`config.mk`:
```
export PLATFORM = sky130hd
export DESIGN_NAME = bubble_sort_engine
export DESIGN_NICKNAME = d
export VERILOG_FILES = /design/src/rtl/sort_pkg.sv /design/src/rtl/sort_cmp.sv /design/src/rtl/bubble_sort_engine.sv
export SDC_FILE = /design/constraint.sdc
export NUM_CORES = 1
export LEC_CHECK = 0
export ABC_AREA = 1
export CAP_MARGIN = 15
export CORE_ASPECT_RATIO = 0.75
export CORE_MARGIN = 2
export CORE_UTILIZATION = 55
export DETAILED_ROUTE_END_ITERATION = 6
export PLACE_DENSITY = 0.81
export SKIP_LAST_GASP = 1
export SYNTH_ARGS = -nofsm -noshare
export SYNTH_HDL_FRONTEND = slang
export SYNTH_HIERARCHICAL = 1
export SYNTH_SLANG_ARGS = --single-unit
```
`constraint.sdc`:
```
create_clock -name clk -period 3.8 [get_ports clk]
set_input_delay 0.57 -clock clk [delete_from_list [all_inputs] [get_ports clk]]
set_output_delay 0.57 -clock clk [all_outputs]
set_load 0.01 [all_outputs]
```
`src/rtl/sort_pkg.sv`:
```
// Shared types and constants for the in-memory bubble sort engine.
package sort_pkg;

  typedef enum logic [2:0] {
    IDLE,
    LOAD_A,
    LOAD_B,
    STORE_A,
    STORE_B,
    ADV,
    DONE
  } state_t;

  localparam int DWORD_BYTES = 8;
  localparam int SWAPS_W     = 16;

  // Byte address of element idx in an array of doublewords starting at base.
  function automatic logic [63:0] elem_addr(input logic [63:0] base, input logic [7:0] idx);
    return base + (64'(idx) * 64'(DWORD_BYTES));
  endfunction

endpackage

```
`src/rtl/sort_cmp.sv`:
```
// Signed 64-bit greater-than decision used to decide whether a pair must swap.
module sort_cmp (
  input  logic [63:0] a,
  input  logic [63:0] b,
  output logic        gt
);

  assign gt = $signed(a) > $signed(b);

endmodule

```
`src/rtl/bubble_sort_engine.sv`:
```
// Bubble sort of signed 64-bit doublewords held in an external single-port memory.
// Optional macro SORT_EARLY_EXIT_EN: stop after the first pass that performs no swap.
module bubble_sort_engine
  import sort_pkg::*;
#(
  parameter int MAX_COUNT = 64
) (
  input  logic               clk,
  input  logic               reset,
  input  logic               start,
  input  logic [63:0]        base_addr,
  input  logic [7:0]         count,
  output logic [63:0]        Mem_Addr,
  output logic [63:0]        WriteData,
  output logic               MemWrite,
  output logic               MemRead,
  input  logic [63:0]        ReadData,
  output logic               busy,
  output logic               done,
  output logic [SWAPS_W-1:0] swaps
);

  localparam logic [7:0] MAX_CNT8 = 8'(MAX_COUNT);

  state_t             state_reg, state_next;
  logic [63:0]        base_reg, a_reg, b_reg;
  logic [63:0]        addr_hold_reg, wdata_hold_reg;
  logic [63:0]        addr_cur, wdata_cur;
  logic [7:0]         j_reg, limit_reg, count_clamped;
  logic [SWAPS_W-1:0] swaps_reg;
  logic               a_gt_b, pass_end, last_pass;
`ifdef SORT_EARLY_EXIT_EN
  logic               pass_swapped_reg;
`endif

  sort_cmp u_cmp (
    .a  (a_reg),
    .b  (ReadData),
    .gt (a_gt_b)
  );

  assign count_clamped = (count > MAX_CNT8) ? MAX_CNT8 : count;
  assign pass_end      = !(({1'b0, j_reg} + 9'd2) < {1'b0, limit_reg});
`ifdef SORT_EARLY_EXIT_EN
  assign last_pass     = (limit_reg == 8'd2) || !pass_swapped_reg;
`else
  assign last_pass     = (limit_reg == 8'd2);
`endif

  always_comb begin
    state_next = state_reg;
    MemRead    = 1'b0;
    MemWrite   = 1'b0;
    addr_cur   = addr_hold_reg;
    wdata_cur  = wdata_hold_reg;
    case (state_reg)
      IDLE: begin
        if (start) state_next = (count_clamped >= 8'd2) ? LOAD_A : DONE;
      end
      LOAD_A: begin
        MemRead    = 1'b1;
        addr_cur   = elem_addr(base_reg, j_reg);
        state_next = LOAD_B;
      end
      LOAD_B: begin
        MemRead    = 1'b1;
        addr_cur   = elem_addr(base_reg, j_reg + 8'd1);
        state_next = a_gt_b ? STORE_A : ADV;
      end
      STORE_A: begin
        MemWrite   = 1'b1;
        addr_cur   = elem_addr(base_reg, j_reg);
        wdata_cur  = b_reg;
        state_next = STORE_B;
      end
      STORE_B: begin
        MemWrite   = 1'b1;
        addr_cur   = elem_addr(base_reg, j_reg + 8'd1);
        wdata_cur  = a_reg;
        state_next = ADV;
      end
      ADV: begin
        if (!pass_end)     state_next = LOAD_A;
        else if (last_pass) state_next = DONE;
        else               state_next = LOAD_A;
      end
      DONE:    state_next = IDLE;
      default: state_next = IDLE;
    endcase
  end

  // Address/data outputs hold their last driven value while the strobes are idle.
  assign Mem_Addr  = addr_cur;
  assign WriteData = wdata_cur;
  assign busy      = (state_reg != IDLE) && (state_reg != DONE);
  assign done      = (state_reg == DONE);
  assign swaps     = swaps_reg;

  always_ff @(posedge clk or negedge reset) begin
    if (!reset) begin
      state_reg        <= IDLE;
      base_reg         <= '0;
      a_reg            <= '0;
      b_reg            <= '0;
      addr_hold_reg    <= '0;
      wdata_hold_reg   <= '0;
      j_reg            <= '0;
      limit_reg        <= '0;
      swaps_reg        <= '0;
`ifdef SORT_EARLY_EXIT_EN
      pass_swapped_reg <= 1'b0;
`endif
    end else begin
      state_reg      <= state_next;
      addr_hold_reg  <= addr_cur;
      wdata_hold_reg <= wdata_cur;
      case (state_reg)
        IDLE: begin
          if (start) begin
            base_reg         <= base_addr;
            limit_reg        <= count_clamped;
            j_reg            <= '0;
            swaps_reg        <= '0;
`ifdef SORT_EARLY_EXIT_EN
            pass_swapped_reg <= 1'b0;
`endif
          end
        end
        LOAD_A: a_reg <= ReadData;
        LOAD_B: b_reg <= ReadData;
        STORE_A: begin
`ifdef SORT_EARLY_EXIT_EN
          pass_swapped_reg <= 1'b1;
`endif
          if (swaps_reg != '1) swaps_reg <= swaps_reg + 1'b1;
        end
        ADV: begin
          if (!pass_end) begin
            j_reg <= j_reg + 8'd1;
          end else if (!last_pass) begin
            limit_reg        <= limit_reg - 8'd1;
            j_reg            <= '0;
`ifdef SORT_EARLY_EXIT_EN
            pass_swapped_reg <= 1'b0;
`endif
          end
        end
        default: ;
      endcase
    end
  end

endmodule

```
==> metrics.txt <==
quantity of I/O buffers inserted on ports 286; crit path time final 4.225 ns; count of unique library cells instantiated by Yosys 41; H-Tree Depth 2; Boundary Pins 287; horizontal die dimension 218.9 um; total negative slack -8.157 ns; final hold slack 0.09699 ns; Final setup violation count 56; via count 19.29k; total of flip-flops plus latches after synthesis 355; drt first pass iters 7; Clock Latency Late Sink 0.55 ns; Hold Fails Final Rpt 0; post-synthesis cell area 19,050 um^2; CTS tree done; leak pwr 0.01326 uW; clk buf depth 3; delay of the slowest cell on the worst path 0.37 ns; largest net degree at the start of global routing 114; Top Family by Delay on Critical Path simple AND/OR/NAND/NOR gates; Synthesis Warnings 6; antenna violations before repair 10; remaining number of nets flagged by the antenna check after routing 0; count of flip-flops with a built-in enable after synthesis 0; violated checks design-rule violations, negative setup slack; number of cells after detailed placement 3,314; top cells by area, synth sky130_fd_sc_hd__dfrtp_1, sky130_fd_sc_hd__nand2_1, sky130_fd_sc_hd__ha_1, sky130_fd_sc_hd__inv_1, sky130_fd_sc_hd__o21ai_0; number of remaining DRC errors 7; buffers plus inverters on the worst setup path 4; share of cells above drive strength 1 0.1895; remaining global-route overflow 0; largest clock skew in the final design 0.01780 ns; post-detailed-placement half-perimeter wirelength 45,130 um; reg2reg start j_reg[2]$_DFFE_PN0P_; cell count after synthesis 2,564; startpoint types register; Mapped Avg Cell Area 7.431 um^2; met3 usage 0.09158; total number of nets in the final design 3,223; most used flip-flop cell after synthesis sky130_fd_sc_hd__dfrtp_1; largest area contributor in the netlist sky130_fd_sc_hd__dfrtp_1; final number of max-transition violations 0; highest achievable clock rate 0.2367 GHz; GRT busiest layer met2; vertical die dimension 165.2 um; share of synthesized registers carrying an async set or reset 1.000; Wirelength per Cell 19.34 um; Die Outline Area 36,160 um^2; transition time of the tightest slew-check pin 1.014 ns; All-Layer GR Usage 0.3527; layout-stage area growth over the synthesis result 36.13%; routing usage on met2 0.5321; number of non-filler instances in the completed layout 3,479; category of the critical setup timing path reg2out; number of global-route vias before repair 18.42k; cell chosen for the clock root sky130_fd_sc_hd__clkbuf_16; clock transition at the registers of the reported paths 0.07 ns; sequential share of the synthesized area 0.4663; effective utilization at floorplan 0.5634; power density over the cells 832.7 nW/um^2; least setup slack across all paths after layout -0.4251 ns; crit path max-delay cell type sky130_fd_sc_hd__dfrtp_1; data required time of the critical path 3.23 ns; routed wire length 67,280 um; crit-path cells ha_2 > nand2_2 > nor2_4 > buf_4 > nand2_4 > xor2_2 > nand2_1 > o21ai_2 > ha_4 > nand2_4 > nor2_4 > nand2_2 > nor2_4 > nand2_2 > o21ai_2 > buf_6 > buf_8 > nand2_4 > nand2_2 > nand2_1 > nand2_1 > nand2_2 > buf_6; area inside the core boundary 33,820 um^2; Placement Rows 58; Synth Net Count 2,788; Clock Sink Count 355; cell repeated most along the worst path sky130_fd_sc_hd__nand2_2; worst min-delay path class in2async; share of the clock period used by the worst path 1.112; critical path capture point type output port; crit path launch j_reg[2]$_DFFE_PN0P_; run status complete, but fails checks; peak supply drop 0.7061 mV; TritonCTS buffer count 36; initial DRC count 2,066; setup repair after global routing missed its margin yes; wire length of the first global-routing pass 98,700 um; Worst slew margin 0.3237; final weighted congestion of routability-driven global placement 1.024; worst slack at placement -0.2274 ns; CP arrival 3.66 ns; share of the synthesized area in the top cell type 0.4663; global-route met1 utilization 0.5040; Max Fanout on Critical Path 4; via count normalized by instance count 5.545; Max-Cap Viols 0
worst paths after layout:
path | endpoint | slack (ns) | cells after the start
max reg2reg | addr_hold_reg[14]$_DFF_PN0_ | -0.03 | 28
min reg2reg | addr_hold_reg[57]$_DFF_PN0_ | 0.47 | 2
max | Mem_Addr[55] | -0.43 | 23
min | swaps[15]$_DFFE_PN0P_ | 0.1 | 1
min in group clk | addr_hold_reg[57]$_DFF_PN0_ | 0.47 | 2
max in group asynchronous | b_reg[47]$_DFFE_PN0P_ | 2.64 | 2
cell families after synthesis:
group                      after synthesis  synth area share
and+or+nand+nor                       1453            0.3108
DFF                                    355            0.4663
xor gates and xnor gates                44           0.02023
adders and majority gates               85           0.05622
buffers and inverters                  374           0.07723
AOI/OAI and AO/OA                      253           0.06922
metal layers:
layer  vias to the layer above  share of wire  routed length [um]
li1                       8921              -                   -
met3                       183           0.11                7379
met2                       988           0.44               29280
met5                         -        0.00083                  56
met1                      9189           0.42               28480
met4                        10          0.031                2084
Yosys cell counts (16+ instances only):
cell,number
sky130_fd_sc_hd__ha_1,84
sky130_fd_sc_hd__nand4_1,31
sky130_fd_sc_hd__clkbuf_1,37
sky130_fd_sc_hd__xor2_1,29
sky130_fd_sc_hd__o21ai_0,189
sky130_fd_sc_hd__buf_2,26
sky130_fd_sc_hd__nor2_1,148
sky130_fd_sc_hd__nand3b_1,16
sky130_fd_sc_hd__nand2_1,1056
sky130_fd_sc_hd__inv_1,270
sky130_fd_sc_hd__inv_2,21
sky130_fd_sc_hd__dfrtp_1,355
sky130_fd_sc_hd__a21oi_1,34
sky130_fd_sc_hd__nand3_1,165
cell usage in the layout (no fill, tap or decap), drive strengths merged, types with 2 or more instances in the layout:
cell,synthesis,layout
dfrtp,355,355
a21o,4,4
ha,84,84
clkdlybuf4s15,0,2
dlygate4sd2,0,4
clkdlybuf4s50,0,226
xor2,29,29
diode,0,5
o211ai,2,2
a21oi,35,35
nand3,166,166
nor2,160,160
nand4,32,32
clkbuf,37,59
o21ai,197,197
clkinv,2,10
or2,2,2
a31oi,6,6
buf,44,243
o31ai,2,2
nand2,1063,1063
xnor2,15,15
nor3,13,13
inv,291,290
nand3b,16,16
o22ai,4,4
report_power, final:
group / total, uW / leakage [uW] / switching, uW / internal (uW)
Combinational: 11300 / 0.00829 / 6410 / 4900
Sequential: 6820 / 0.00444 / 1300 / 5520
Clock: 3450 / 0.000540 / 1560 / 1890
area by class of cell:
type	instances	area [um^2]
clock inverters	7	72.57
fillers	2375	7883
inverters	293	1110
multi-input cells	1835	9824
repair buffers	478	4433
diodes	5	12.51
clock buffers	56	1036
well taps	450	563.0
flip-flops and latches	355	8884
timing repair:
action / in CTS / in global routing
hold buffers: 0 / 0
gates resized for setup: 397 / 207
endpoints found under the setup margin: 103 / 119
buffers inserted: 72 / 34
pin swaps: 100 / 104
through the flow:
step / power [uW] / utilization / instance area (um^2)
after floorplan: 11660 / - / 19050
after CTS: 20510 / 0.7369 / 24920
after detailed placement: 16480 / 0.6780 / 22930
after global placement: 16160 / 0.6780 / 22930
final: 21600 / 0.7669 / 25930
after global routing: 22880 / 0.7667 / 25930
worst register-to-register path, delay by kind of cell (launching register included):
kind,cells,cell delay (ns)
and+or+nand+nor,12,1.20
buffers and inverters,12,1.49
DFF,1,0.37
AOI/OAI and AO/OA,1,0.09
adders and majority gates,2,0.45
xor gates and xnor gates,1,0.14
Note: power is estimated with default switching activity, not from simulation.
